==> config.mk <==
export PLATFORM = sky130hd
export DESIGN_NAME = iic_cfg_seq
export DESIGN_NICKNAME = d
export VERILOG_FILES = /design/src/rtl/iic_cfg_seq.sv
export SDC_FILE = /design/constraint.sdc
export NUM_CORES = 1
export LEC_CHECK = 0
export CAP_MARGIN = 20
export CORE_MARGIN = 8
export CORE_UTILIZATION = 35
export DETAILED_ROUTE_END_ITERATION = 7
export HOLD_SLACK_MARGIN = 0.05
export PLACE_DENSITY = 0.64
export SLEW_MARGIN = 40
export SYNTH_ARGS = -nofsm -noshare
export SYNTH_HDL_FRONTEND = slang
export SYNTH_SLANG_ARGS = --single-unit
==> constraint.sdc <==
create_clock -name clk_8m -period 2.44 [get_ports clk_8m]
set_clock_uncertainty 0.05 [all_clocks]
set_input_delay 0.732 -clock clk_8m [delete_from_list [all_inputs] [get_ports clk_8m]]
set_output_delay 0.732 -clock clk_8m [all_outputs]
set_load 0.05 [all_outputs]
==> src/rtl/iic_cfg_seq.sv <==
// I2C configuration sequencer: divides clk_8m into clk_i and walks an external register
// table through iic_drive, retrying failed writes. Define IIC_VERIFY_EN to add write read-back.
module iic_cfg_seq #(
  parameter int          CLK_DIV     = 10,
  parameter int          NUM_ENTRIES = 16,
  parameter int          REG_AW      = 16,
  parameter int          MAX_RETRY   = 3,
  parameter logic [7:0]  DEV_ADDR    = 8'h78,
  parameter int          BUSY_TO     = 4095
) (
  input  logic        clk_8m,
  input  logic        rst_n,
  input  logic        cfg_start,
  output logic        clk_i,
  output logic [7:0]  tbl_addr,
  input  logic [15:0] tbl_reg,
  input  logic [7:0]  tbl_data,
  output logic        start_en,
  output logic        wr_rd_flag,
  output logic [7:0]  i2c_device_addr,
  output logic [15:0] register,
  output logic [7:0]  data_byte,
  input  logic        busy,
  input  logic        err,
  input  logic [7:0]  rd_data,
  output logic        cfg_busy,
  output logic        cfg_done,
  output logic        cfg_fail,
  output logic [7:0]  fail_index,
  output logic [7:0]  retry_total
);

`ifdef IIC_VERIFY_EN
  localparam bit VERIFY_EN = 1'b1;
`else
  localparam bit VERIFY_EN = 1'b0;
`endif

  localparam int            TW        = $clog2(BUSY_TO + 1);
  localparam logic [7:0]    DIV_LAST  = 8'(CLK_DIV - 1);
  localparam logic [TW-1:0] TO_LAST   = TW'(BUSY_TO - 1);
  localparam logic [3:0]    RETRY_MAX = 4'(MAX_RETRY);
  localparam logic [8:0]    IDX_END   = 9'(NUM_ENTRIES);

  typedef enum logic [3:0] {
    IDLE, LOAD, ISSUE, WAIT_HI, WAIT_LO, CHECK, NEXT, DONE, FAIL
  } state_t;

  state_t        state, state_n;
  logic [7:0]    div_cnt;
  logic          busy_s1, busy_s2, err_s1, err_s2;
  logic          start_s1, start_s2, start_s3, start_edge;
  logic [8:0]    idx, idx_n;
  logic [3:0]    retry_cnt, retry_n;
  logic [7:0]    total_n, fidx_n, data_n, dev_n;
  logic [TW-1:0] to_cnt, to_n;
  logic          att_err, att_err_n, att_fail, rd_phase, rd_phase_n;
  logic          start_n, wr_n, cbusy_n, done_n, fail_n;
  logic [15:0]   reg_n;

  always_ff @(posedge clk_8m or negedge rst_n) begin
    if (!rst_n) begin
      div_cnt <= 8'd0;
      clk_i   <= 1'b0;
    end else if (div_cnt == DIV_LAST) begin
      div_cnt <= 8'd0;
      clk_i   <= ~clk_i;
    end else begin
      div_cnt <= div_cnt + 8'd1;
    end
  end

  // busy/err come from the clk_i domain; cfg_start is asynchronous to everything
  always_ff @(posedge clk_8m or negedge rst_n) begin
    if (!rst_n) begin
      {busy_s2, busy_s1}            <= 2'b00;
      {err_s2, err_s1}              <= 2'b00;
      {start_s3, start_s2, start_s1} <= 3'b000;
    end else begin
      {busy_s2, busy_s1}            <= {busy_s1, busy};
      {err_s2, err_s1}              <= {err_s1, err};
      {start_s3, start_s2, start_s1} <= {start_s2, start_s1, cfg_start};
    end
  end

  assign start_edge = start_s2 & ~start_s3;
  assign tbl_addr   = idx[7:0];

  always_ff @(posedge clk_8m or negedge rst_n) begin
    if (!rst_n) begin
      state           <= IDLE;
      idx             <= 9'd0;
      retry_cnt       <= 4'd0;
      retry_total     <= 8'd0;
      to_cnt          <= '0;
      att_err         <= 1'b0;
      rd_phase        <= 1'b0;
      start_en        <= 1'b0;
      wr_rd_flag      <= 1'b0;
      register        <= 16'd0;
      data_byte       <= 8'd0;
      i2c_device_addr <= 8'd0;
      cfg_busy        <= 1'b0;
      cfg_done        <= 1'b0;
      cfg_fail        <= 1'b0;
      fail_index      <= 8'd0;
    end else begin
      state           <= state_n;
      idx             <= idx_n;
      retry_cnt       <= retry_n;
      retry_total     <= total_n;
      to_cnt          <= to_n;
      att_err         <= att_err_n;
      rd_phase        <= rd_phase_n;
      start_en        <= start_n;
      wr_rd_flag      <= wr_n;
      register        <= reg_n;
      data_byte       <= data_n;
      i2c_device_addr <= dev_n;
      cfg_busy        <= cbusy_n;
      cfg_done        <= done_n;
      cfg_fail        <= fail_n;
      fail_index      <= fidx_n;
    end
  end

  // A read-back attempt fails on err or on data that differs from what was written
  always_comb begin
    state_n    = state;
    idx_n      = idx;
    retry_n    = retry_cnt;
    total_n    = retry_total;
    to_n       = to_cnt;
    att_err_n  = att_err;
    rd_phase_n = rd_phase;
    start_n    = start_en;
    wr_n       = wr_rd_flag;
    reg_n      = register;
    data_n     = data_byte;
    dev_n      = i2c_device_addr;
    cbusy_n    = cfg_busy;
    done_n     = cfg_done;
    fail_n     = cfg_fail;
    fidx_n     = fail_index;
    att_fail   = att_err | (VERIFY_EN & rd_phase & (rd_data != data_byte));

    case (state)
      IDLE: begin
        if (start_edge) begin
          done_n  = 1'b0;
          fail_n  = 1'b0;
          fidx_n  = 8'd0;
          total_n = 8'd0;
          idx_n   = 9'd0;
          retry_n = 4'd0;
          cbusy_n = 1'b1;
          state_n = LOAD;
        end
      end
      LOAD: begin
        reg_n      = (REG_AW == 8) ? {8'h00, tbl_reg[7:0]} : tbl_reg;
        data_n     = tbl_data;
        dev_n      = DEV_ADDR;
        wr_n       = 1'b0;
        rd_phase_n = 1'b0;
        state_n    = ((idx == IDX_END) || (tbl_reg == 16'hFFFF)) ? DONE : ISSUE;
      end
      ISSUE: begin
        start_n   = 1'b1;
        att_err_n = 1'b0;
        to_n      = '0;
        state_n   = WAIT_HI;
      end
      WAIT_HI: begin
        if (err_s2) att_err_n = 1'b1;
        if (busy_s2) begin
          start_n = 1'b0;
          state_n = WAIT_LO;
        end else if (to_cnt == TO_LAST) begin
          start_n   = 1'b0;
          att_err_n = 1'b1;
          state_n   = CHECK;
        end else begin
          to_n = to_cnt + 1'b1;
        end
      end
      WAIT_LO: begin
        if (err_s2) att_err_n = 1'b1;
        if (!busy_s2) state_n = CHECK;
      end
      CHECK: begin
        if (!att_fail) begin
          if (VERIFY_EN && !rd_phase) begin
            rd_phase_n = 1'b1;
            wr_n       = 1'b1;
            state_n    = ISSUE;
          end else begin
            state_n = NEXT;
          end
        end else if (retry_cnt < RETRY_MAX) begin
          retry_n    = retry_cnt + 4'd1;
          total_n    = (retry_total == 8'hFF) ? 8'hFF : retry_total + 8'd1;
          rd_phase_n = 1'b0;
          wr_n       = 1'b0;
          state_n    = ISSUE;
        end else begin
          fidx_n  = idx[7:0];
          state_n = FAIL;
        end
      end
      NEXT: begin
        idx_n   = idx + 9'd1;
        retry_n = 4'd0;
        state_n = LOAD;
      end
      DONE: begin
        done_n  = 1'b1;
        cbusy_n = 1'b0;
        state_n = IDLE;
      end
      FAIL: begin
        fail_n  = 1'b1;
        cbusy_n = 1'b0;
        state_n = IDLE;
      end
      default: state_n = IDLE;
    endcase
  end

endmodule

==> impl_metrics.yaml <==
route:
  dr.pass1.iters: 4
  drtAntennaViolNets: 0
  vias: 3318
  drt-total-wl_um: 10300
  via_per_inst: 5.05
  drc: 0
  drt_iter0_drc: 134
  wl_per_cell_um: 15.7
power_and_ir_drop:
  finalPower_mw: 6.15
  seq_power_share_pct: 34.3
  p_leak_nw: 2.42
  switching_share_pct: 40.8
  powerDensity_mw_per_mm2: 1080
  ir_drop_uv: 701
  combPwrFrac_pct: 43.3
  p_clk_share_pct: 22.4
  p_sw_mw: 2.51
  internal_power_mw: 3.64
layout:
  fillers: 1164
  seq_area_mm2: 0.00228
  drive_gt1_share_pct: 16.7
  final_nets: 525
  syn2layout_area_growth_pct: 28.8
  diodes: 0
  multi_input_area_mm2: 0.00189
  fin_util_pct: 45.7
die:
  die_area_mm2: 0.0165
  ios: 99
  die_w_um: 128
  start_util_pct: 35.5
  fp.coreArea_mm2: 0.0125
  die_height_um: 128
  placementRows: 41
place:
  dpl.hpwl_um: 7480
  io_buffers: 85
  gp_congestion: 0.789
worst_hold_path:
  hp-class: "input port to async pin"
logic_synthesis:
  yosysMostFrequentCell: "dfrtp_1"
  yosys.area.top_type: "dfrtp_1"
  synth-seq-cells: 91
  syn_area_mm2: 0.00442
  ys_warn_count: 0
  synthArstFlopShare_pct: 100
  synth_commonest_cells: "dfrtp_1, nand2_1, mux2_2"
  synth_area_per_cell_um2: 11.0
  synthTopCellsByArea: "dfrtp_1, mux2_2, buf_4"
  synth_edf_count: 0
  ys_types: 56
  synth.top_cell.area_share_pct: 51.5
  yosysSeqAreaShare_pct: 51.5
  syn_inst: 400
  synth_flop_cell: "dfrtp_1"
setup_path:
  r2r_slack_ps: 280
  cp-end-kind: "output port"
  max_stage_delay_ps: 840
  critical_path_depth: 1
  timing.rr.end: "state[1]$_DFFE_PN0P_"
  cp-start-kind: "register"
  crit_arrival_ps: 1580
  required_ps: 1660
  r2r-start: "to_cnt[0]$_DFFE_PN0P_"
  crit_start: "i2c_device_addr[3]$_DFFE_PN0N_"
  endpoint: "i2c_device_addr[6]"
  crit_type: "register to output port"
  cp_slowest_cell: "clkdlybuf4s50_1"
  reg2reg_depth: 7
  path_buf_inv: 1
  cp_top_family: "buffers and inverters"
  crit_fanout: 5
  path_cells: "clkdlybuf4s50_1"
grt:
  grt_use_total_pct: 13.2
  antenna_found_initial: 0
  grt_max_degree: 36
  gr-total-overflow: 0
  grt_pass1_wl_um: 17400
  grt_pass1_vias: 3454
clock_network:
  clkTransAtPathRegs_ps: 70
  cts_max_level: 3
  clock_path_buffers: 2
  clk_latency_ps: 350
  cts-root-buf: "clkbuf_16"
  cts.sinks: 91
  cts_tree: "done"
  cts_buffers: 9
timing:
  setup_tns_ps: 0
  rsz0062_at_grt: "no"
  finalSetupViolCount: 0
  worstMarginPinSlew_ps: 561
  hold-worst-slack_ps: 297
  fin_crit_ps: 2360
  timing.final.crit_share_pct: 96.9
  hold_viol: 0
  drv_slew: 0
  slew_headroom_pct: 62.5
  clock.fmax_mhz: 423
job:
  drv_cap: 0
run_status:
  status: "completed"
==> flip-flops by register name, summed over array words and instances, names as in the netlist, 4 cells and up <==
register and count:
idx 9, div_cnt 8, state 4, data_byte 8, fail_index 8, to_cnt 12
retry_total 8, retry_cnt 4, register 16
==> cells by family (layout without fill, tap and decap cells) <==
family / after synthesis / in the layout / share of synthesized area (%)
AO/OA/AOI/OAI: 73 / 73 / 11.0
XOR/XNOR: 7 / 7 / 1.39
adder cells (fa/ha/maj): 8 / 8 / 2.27
buffers and inverters: 50 / 131 / 6.14
flip-flops: 91 / 91 / 51.5
multiplexers: 38 / 38 / 9.54
other: 1 / 5 / 0.0849
AND/OR/NAND/NOR: 132 / 132 / 18.1
==> per-layer routing <==
metal	track usage (%)	vias to the layer above	wire, um
met3	5.25	17	728
met4	5.38	0	172
li1	-	1593	-
met1	16.1	1638	4740
met2	20.2	70	4700
met5	0	-	0
==> power groups by stage <==
stage / Combinational [mW] / Sequential [mW] / Clock, mW
6_report: 2.66 / 2.11 / 1.38
3_3_place_gp: 2.65 / 2.12 / 0
5_1_grt: 2.84 / 2.16 / 1.48
4_1_cts: 2.69 / 2.11 / 1.42
3_5_place_dp: 2.68 / 2.14 / 0
2_1_floorplan: 1.06 / 2.89 / 0
==> layout by cell type (no fill, tap or decap), types with 4 or more instances in the layout <==
master           synthesis  layout
clkbuf_16                0       9
a311oi_1                 4       4
nand3_1                 12      12
or3_1                    9       9
mux2_2                  24      24
or4_1                    9       9
a21oi_1                 22      22
ha_1                     8       8
dfrtp_1                 91      91
nand2_1                 30      30
nor2_1                  17      17
conb_1                   1       5
mux2i_1                 11      11
o31ai_1                 11      11
nand4_1                  9       9
o211ai_1                 6       6
clkdlybuf4s50_1          0      70
o21ai_0                 11      11
xnor2_1                  4       4
and3_1                   8       8
buf_4                   20      23
and2_1                   4       4
inv_1                   17      17
==> metrics by stage <==
stage	setup WS [ps]	cells	instance area [um2]
2_1_floorplan	592	404	4430
3_3_place_gp	234	641	5390
3_5_place_dp	161	641	5390
4_1_cts	3.41	657	5690
5_1_grt	26.2	657	5690
6_report	75.9	657	5690
==> how the worst min path moves through the flow <==
stage                       from                         to  slack [ps]  cells past startpoint
6_report                   rst_n  fail_index[5]$_DFFE_PN0P_         300                      1
2_1_floorplan  busy_s1$_DFF_PN0_          busy_s2$_DFF_PN0_         280                      0
3_3_place_gp    err_s1$_DFF_PN0_           err_s2$_DFF_PN0_         280                      0
3_5_place_dp    err_s1$_DFF_PN0_           err_s2$_DFF_PN0_         290                      0
5_1_grt         err_s1$_DFF_PN0_           err_s2$_DFF_PN0_         310                      0
4_1_cts         err_s1$_DFF_PN0_           err_s2$_DFF_PN0_         300                      0
==> cell type report <==
type                    count  area share (%)
repair buffers             98            16.7
inverters                  17            1.12
clock inverters             7            1.21
clock buffers               9            3.96
multi-input cells         263            33.2
flip-flops and latches     91            40.0
well taps                 172            3.78
==> timing repair <==
item	4_1_cts	5_1_grt
hold buffers	0	0
resized for setup	0	3
setup buffers	0	0
setup endpoints to repair	0	3
hold endpoints to repair	0	0
No activity file was read; power rests on OpenSTA's default activity.
